### src/rtl/boot_loader.sv
// boot_loader: streams a program into instruction memory while holding the CPU
// in reset, then releases the CPU with a one-cycle Start pulse. Overflowing
// the memory before the last word is flagged and the CPU stays held.
module boot_loader #(
   parameter int INST_ADDR_WIDTH = 10,
   parameter int INST_DATA_WIDTH = 32,
   parameter int START_ADDR      = 0
) (
   input  logic                       Clk,
   input  logic                       Rst,
   input  logic                       Boot_Req_i,
   input  logic                       Ld_Valid_i,
   input  logic [INST_DATA_WIDTH-1:0] Ld_Data_i,
   input  logic                       Ld_Last_i,
   output logic                       Ld_Ready_o,
   output logic                       Imem_Wen_o,
   output logic [INST_ADDR_WIDTH-1:0] Imem_Waddr_o,
   output logic [INST_DATA_WIDTH-1:0] Imem_Wdata_o,
   output logic                       Cpu_Rst_n_o,
   output logic                       Cpu_Start_o,
   output logic                       Load_Done_o,
   output logic                       Load_Err_o,
   output logic [INST_ADDR_WIDTH:0]   Word_Cnt_o
);

   typedef enum logic [2:0] {
      S_IDLE  = 3'd0,
      S_LOAD  = 3'd1,
      S_START = 3'd2,
      S_RUN   = 3'd3,
      S_ERR   = 3'd4
   } state_t;

   localparam logic [INST_ADDR_WIDTH-1:0] C_PTR_START = INST_ADDR_WIDTH'(START_ADDR);
   localparam logic [INST_ADDR_WIDTH-1:0] C_PTR_MAX   = '1;
   localparam logic [INST_ADDR_WIDTH-1:0] C_PTR_ONE   = {{(INST_ADDR_WIDTH-1){1'b0}}, 1'b1};
   localparam logic [INST_ADDR_WIDTH:0]   C_CNT_ONE   = {{INST_ADDR_WIDTH{1'b0}}, 1'b1};

   state_t                       r_state;
   logic [INST_ADDR_WIDTH-1:0]   r_ptr;
   logic [INST_ADDR_WIDTH:0]     r_cnt;
   logic                         r_ready;
   logic                         r_wen;
   logic [INST_ADDR_WIDTH-1:0]   r_waddr;
   logic [INST_DATA_WIDTH-1:0]   r_wdata;
   logic                         r_cpu_rst_n;
   logic                         r_cpu_start;
   logic                         r_done;
   logic                         r_err;

   // Handshake: ready is a register, so acceptance never loops back through valid.
   logic w_accept;
   assign w_accept = Ld_Valid_i & r_ready;

   // Write pipeline: an accepted word appears on the IMEM port exactly one cycle later.
   always_ff @(posedge Clk or posedge Rst) begin
      if (Rst) begin
         r_wen   <= 1'b0;
         r_waddr <= '0;
         r_wdata <= '0;
      end else begin
         r_wen <= w_accept;
         if (w_accept) begin
            r_waddr <= r_ptr;
            r_wdata <= Ld_Data_i;
         end
      end
   end

   // Control FSM with registered outputs; every output is set on the transition into its state.
   always_ff @(posedge Clk or posedge Rst) begin
      if (Rst) begin
         r_state     <= S_IDLE;
         r_ptr       <= C_PTR_START;
         r_cnt       <= '0;
         r_ready     <= 1'b0;
         r_cpu_rst_n <= 1'b0;
         r_cpu_start <= 1'b0;
         r_done      <= 1'b0;
         r_err       <= 1'b0;
      end else begin
         r_cpu_start <= 1'b0;
         case (r_state)
            S_IDLE, S_RUN, S_ERR: begin
               if (Boot_Req_i) begin
                  r_state     <= S_LOAD;
                  r_ptr       <= C_PTR_START;
                  r_cnt       <= '0;
                  r_ready     <= 1'b1;
                  r_cpu_rst_n <= 1'b0;
                  r_done      <= 1'b0;
                  r_err       <= 1'b0;
               end
            end
            S_LOAD: begin
               if (w_accept) begin
                  r_ptr <= r_ptr + C_PTR_ONE;
                  r_cnt <= r_cnt + C_CNT_ONE;
                  // Last word wins over overflow: a program that exactly fills memory is valid.
                  if (Ld_Last_i) begin
                     r_state     <= S_START;
                     r_ready     <= 1'b0;
                     r_cpu_rst_n <= 1'b1;
                     r_cpu_start <= 1'b1;
                  end else if (r_ptr == C_PTR_MAX) begin
                     r_state <= S_ERR;
                     r_ready <= 1'b0;
                     r_err   <= 1'b1;
                  end
               end
            end
            S_START: begin
               r_state <= S_RUN;
               r_done  <= 1'b1;
            end
            default: begin
               r_state     <= S_IDLE;
               r_ready     <= 1'b0;
               r_cpu_rst_n <= 1'b0;
               r_done      <= 1'b0;
               r_err       <= 1'b0;
            end
         endcase
      end
   end

   assign Ld_Ready_o   = r_ready;
   assign Imem_Wen_o   = r_wen;
   assign Imem_Waddr_o = r_waddr;
   assign Imem_Wdata_o = r_wdata;
   assign Cpu_Rst_n_o  = r_cpu_rst_n;
   assign Cpu_Start_o  = r_cpu_start;
   assign Load_Done_o  = r_done;
   assign Load_Err_o   = r_err;
   assign Word_Cnt_o   = r_cnt;

endmodule

### config.mk
export PLATFORM = sky130hd
export DESIGN_NAME = boot_loader
export DESIGN_NICKNAME = d
export VERILOG_FILES = /design/src/rtl/boot_loader.sv
export SDC_FILE = /design/constraint.sdc
export NUM_CORES = 1
export LEC_CHECK = 0
export CAP_MARGIN = 5
export CORE_ASPECT_RATIO = 0.6
export CORE_MARGIN = 8
export CORE_UTILIZATION = 36
export CTS_BUF_LIST = sky130_fd_sc_hd__clkbuf_2
export CTS_CLUSTER_DIAMETER = 150
export DETAILED_ROUTE_END_ITERATION = 7
export PLACE_DENSITY_LB_ADDON = 0.05
export SETUP_SLACK_MARGIN = 0.02
export SLEW_MARGIN = 10
export SYNTH_ARGS = -nofsm -noshare
export SYNTH_HDL_FRONTEND = slang
export SYNTH_SLANG_ARGS = --single-unit
### constraint.sdc
create_clock -name Clk -period 6.18 [get_ports Clk]
set_clock_uncertainty 0.2 [all_clocks]
set_input_delay 1.236 -clock Clk [delete_from_list [all_inputs] [get_ports Clk]]
set_output_delay 1.236 -clock Clk [all_outputs]
set_load 0.05 [all_outputs]
After elaboration in Yosys (flattened, before gate mapping)
Index checks and enable logic that the tools add are counted.

word-level totals
  register bits after elaboration = 72
  output and inout port bits = 59
  logic and storage cells = 64

operators by class
  add/subtract/negate cells = 2
  eq/ne operators = 11
  multiplexer cells = 28
  bitwise operators = 3
  reductions and logical operators = 9

operators by type and width
  cell                                           number
  2-to-1 mux 11 bit                              2
  case mux 11 bit (2 select lines)               1
  2-to-1 mux 10 bit                              2
  case mux 10 bit (2 select lines)               1
  2-to-1 mux 1 bit                               13
  2-to-1 mux 3 bit                               4
  case mux 1 bit (3 select lines)                4
  adder 11 x 1 -> 11 bit, second input constant  1
  adder 10 x 1 -> 10 bit, second input constant  1
  == test 10 bit, second input constant          1
  inequality test 2 bit, second input constant   5
  case mux 3 bit (3 select lines)                1
  AND reduction 4 bit                            2
  == test 3 x 2 -> 1 bit, second input constant  2
  AND reduction 3 bit                            2
  AND reduction 5 bit                            1
  == test 3 x 1 -> 1 bit, second input constant  1
  == test 3 bit, second input constant           1
  logical NOT 3 bit                              1
  inequality test 3 bit, second input constant   1
  OR reduction 3 bit                             1
  NOT 1 bit                                      2
  AND reduction 2 bit                            1
  nonzero test 2 bit                             1
  bitwise AND 1 bit                              1

Logic depth before layout (Yosys ltp)
  word-level depth = 5
  depth in mapped cells = 7
  gate-level depth less buffers = 5

Worst setup path before layout
No wires, ideal clock.

  path type = input to register
  start = input port Ld_Valid_i
  end = register r_wdata[10] (netlist: Imem_Wdata_o[10])
  library setup time = 0.125 ns
  arrival time = 2.173 ns
  slack = 3.682 ns
  stages = 4
  buffers on the path = 1
  path through = nand2_1 -> inv_2 -> buf_2 -> mux2_2

on the way
  word-level cells in the longest chain between the ends = 1

ends and longest elaborated chain
  item                  RTL line  text
  from (decl)           12        input logic Ld_Valid_i,
  bitwise AND 1 bit     53        assign w_accept = Ld_Valid_i & r_ready;
  to (signal assigned)  65        r_wdata <= Ld_Data_i;
  to (decl)             45        logic [INST_DATA_WIDTH-1:0] r_wdata;

Every way passes these cells.
A chain may end at the register's enable or synchronous reset.

Worst setup path in the final report
  start = register r_cnt[2] (netlist: Word_Cnt_o[2])
  end = output port Word_Cnt_o[2]

RTL lines
  item                    RTL line  text
  from (decl)             41        logic [INST_ADDR_WIDTH:0] r_cnt;
  from (signal assigned)  98        r_cnt <= r_cnt + C_CNT_ONE;
  to (decl)               23        output logic [INST_ADDR_WIDTH:0] Word_Cnt_o

No word-level cell between the ends.

==> results.cfg <==
[worst_setup_path]
critPathMaxFanout = 7
startpoint = Word_Cnt_o[2]
worstSetupStartpointType = flip-flop
worst_r2r_startpoint = r_state[1]
timing.critical_path.buf_inv = 1
path_class = reg -> out
critPathMaxStageDelay_ps = 860
critical-path-top-delay-family = buffers and inverters
critical_path.cell_chain = clkdlybuf4s50_1
worst_path_max_delay_cell = sky130_fd_sc_hd__clkdlybuf4s50_1
crit_path_end_kind = primary output
critPathRequiredTime_ps = 4740
worstPathArrival_ps = 1860

[cts]
cts_root_buf = sky130_fd_sc_hd__clkbuf_2
cts_buf_count = 9
insertion_delay_ps = 510
clkTransAtPathRegs_ps = 160
cts_resized = 0
postCtsSetupBuffers = 0
clock_tree_from_tritoncts = done
cts_hold_repair.buffers = 0
clock_sink_count = 72
cts-htree-levels = 3
cts_max_path_buffers = 2

[hold_path]
holdCritStartpoint = Imem_Wdata_o[28]
class_of_the_most_critical_hold_timing_path = reg -> reg

[placed_design]
place.port_buffers = 95
dp_worst_setup_slack_ps = 2620
finalWeightedCongestion = 0.750
detailed_place.area_um2 = 4320
dp_hpwl_um = 5480

[synthesis]
ys_top_cells_by_area = sky130_fd_sc_hd__dfrtp_1, sky130_fd_sc_hd__mux2_2, sky130_fd_sc_hd__mux2i_1
avg_inst_size_synth_um2 = 11.9
postSynthRegisterBits = 72
synth_cell_types = 38
synth.yosys.seq_area_share_pct = 54.6
cells_after_synth = 277
yosys_warnings = 0
synth_top_cell_area_share_pct = 54.6
net_count_after_synthesis = 316
post-synth-top-area-cell = sky130_fd_sc_hd__dfrtp_1
post_synth_instance_area_um2 = 3300

[power]
part_of_the_total_power_dissipated_in_the_clock_network_pct = 11.1
total_switching_power_mw = 1.06
power.static_leakage_nw = 1.87
p_int_mw = 1.16
power_frac_seq_pct = 33.3
share_comb_of_total_power_pct = 55.6
vdd_ir_drop_max_v = 0.000282
power_dens_cells_nw_per_um2 = 503
power.share.switching_pct = 47.7

[cells_and_area]
final_cell_area_um2 = 4420
flow.area_growth_from_synthesis_pct = 34.0
post_route_cells_drive_above_1_share_pct = 17.3
diodes = 0
final_net_count = 411
num-fill-cells = 824

[sta]
postLayoutSetupSlackWorst_ps = 2890
final_max_slew_viol_count = 0
timing.fmax_mhz = 304
fin_crit_sh_pct = 53.3
finalCriticalPeriod_ps = 3290
setup_repair_after_global_routing_missed_its_margin = no
final.setup.tns_ps = 0
setup_violations = 0
finalHoldViolCount = 0
hold-worst-slack_ps = 327
tightestPinTransition_ps = 927
slew_headroom_pct = 38.2

[grt]
grt_first_pass_wirelength_um = 12800
grt_antenna_before_repair = 0
gr-total-overflow = 0
grt_pass1_vias = 2360
grt_use_total_pct = 12.9
grt_max_degree = 73

[drt]
post_drt_wl_per_cell_um = 15.8
wirelength_um = 7780
dr.pass1.iters = 4
drt_first_iter_violations = 131
detail_route.vias_per_cell = 4.84
drtAntennaViolNets = 0
total_number_of_vias = 2381
detail_route.drc_violations = 0

[floorplan]
placement_rows = 27
die_height_um = 90.1
floorplan.initialDensity_pct = 36.6
design.core.area_um2 = 9020
io-pin-count = 96
die_area_um2 = 12600
die_width_um = 140

[outcome]
result_of_the_run = finished, final reports clean

[flow_run]
maxCapViolations = 0
[flip-flops by register name, indices dropped and copies added, names as in the netlist]
signal	flops
Imem_Wdata_o	32
Word_Cnt_o	11
Imem_Waddr_o	10
r_ptr	10
r_state	3
Cpu_Rst_n_o	1
Cpu_Start_o	1
Imem_Wen_o	1
Ld_Ready_o	1
Load_Done_o	1
Load_Err_o	1
[routing by layer]
metal  vias to the layer above  wire length [um]  track usage (%)
li1                       1177                 -                -
met1                      1134              3800             17.3
met2                        61              3320             18.0
met3                         9               569             6.02
met4                         0                91             4.04
met5                         -                 0                0
[synth_stat cells, drive strengths merged]
cell,n
dfrtp,72
mux2,42
nand2,30
nand2b,19
mux2i,18
a21oi,15
nand3,13
buf,12
nor2,9
o21ai,7
nand4,6
inv,5
a31oi,4
and4,4
a211oi,3
a21boi,2
ha,2
a21o,1
a22o,1
a41oi,1
and2,1
and3,1
and3b,1
clkbuf,1
nand4b,1
nor2b,1
nor3,1
nor3b,1
o211a,1
o221a,1
o32ai,1
[path summary, 6_finish.rpt]
path	depth (start not counted)	end	slack (ps)
max in group asynchronous	3	Imem_Wdata_o[25]	4070
min	1	Imem_Wdata_o[28]	330
min in group asynchronous	3	Word_Cnt_o[5]	1080
min reg2reg	1	Imem_Wdata_o[28]	330
max reg2reg	4	Word_Cnt_o[9]	3720
max	1	Word_Cnt_o[2]	2890
[final cells by class]
| cell class | instances | area (um^2) | share of cell area, % |
|---|---|---|---|
| Sequential cell | 72 | 1800 | 40.8 |
| Multi-Input combinational cell | 187 | 1390 | 31.4 |
| Timing Repair Buffer | 97 | 966 | 21.9 |
| Tap cell | 116 | 145 | 3.29 |
| Clock buffer | 11 | 55.1 | 1.25 |
| Clock inverter | 4 | 46.3 | 1.05 |
| Inverter | 5 | 18.8 | 0.425 |
[through the flow]
stage,power (mW),utilization (%),cells
floorplan,1.60,-,277
global placement,1.99,47.9,477
detailed placement,2.00,47.9,477
CTS,2.26,49.0,492
global route,2.36,49.0,492
finish,2.22,49.0,492
[cells by family after synthesis]
kind of cell               count (synthesis)  synth area share, %
adders and majority gates                  2                0.759
muxes                                     60                 19.8
and+or+nand+nor                           88                 14.1
buffers and inverters                     18                 3.34
AOI/OAI and AO/OA                         37                 7.36
DFF                                       72                 54.6
[power groups by stage]
stage | registers [mW] | logic (mW) | clock network [mW]
global placement | 0.744 | 1.24 | 0
global route | 0.768 | 1.31 | 0.288
finish | 0.740 | 1.23 | 0.247
floorplan | 1.22 | 0.386 | 0
CTS | 0.742 | 1.25 | 0.266
detailed placement | 0.753 | 1.25 | 0
[cell usage in the layout (no fill, tap or decap), types with 3 or more instances in the layout]
cell type                         netlist  layout
sky130_fd_sc_hd__a21oi_1               15      15
sky130_fd_sc_hd__a31oi_1                3       3
sky130_fd_sc_hd__and4_1                 4       4
sky130_fd_sc_hd__clkbuf_2               0      11
sky130_fd_sc_hd__clkdlybuf4s50_1        0      95
sky130_fd_sc_hd__dfrtp_1               72      72
sky130_fd_sc_hd__inv_1                  4       3
sky130_fd_sc_hd__mux2_2                42      42
sky130_fd_sc_hd__mux2i_1               18      18
sky130_fd_sc_hd__nand2_1               30      30
sky130_fd_sc_hd__nand2b_1              19      19
sky130_fd_sc_hd__nand3_1               13      13
sky130_fd_sc_hd__nand4_1                6       6
sky130_fd_sc_hd__nor2_1                 9       9
sky130_fd_sc_hd__o21ai_0                4       4
(Power assumes the default switching activity.)
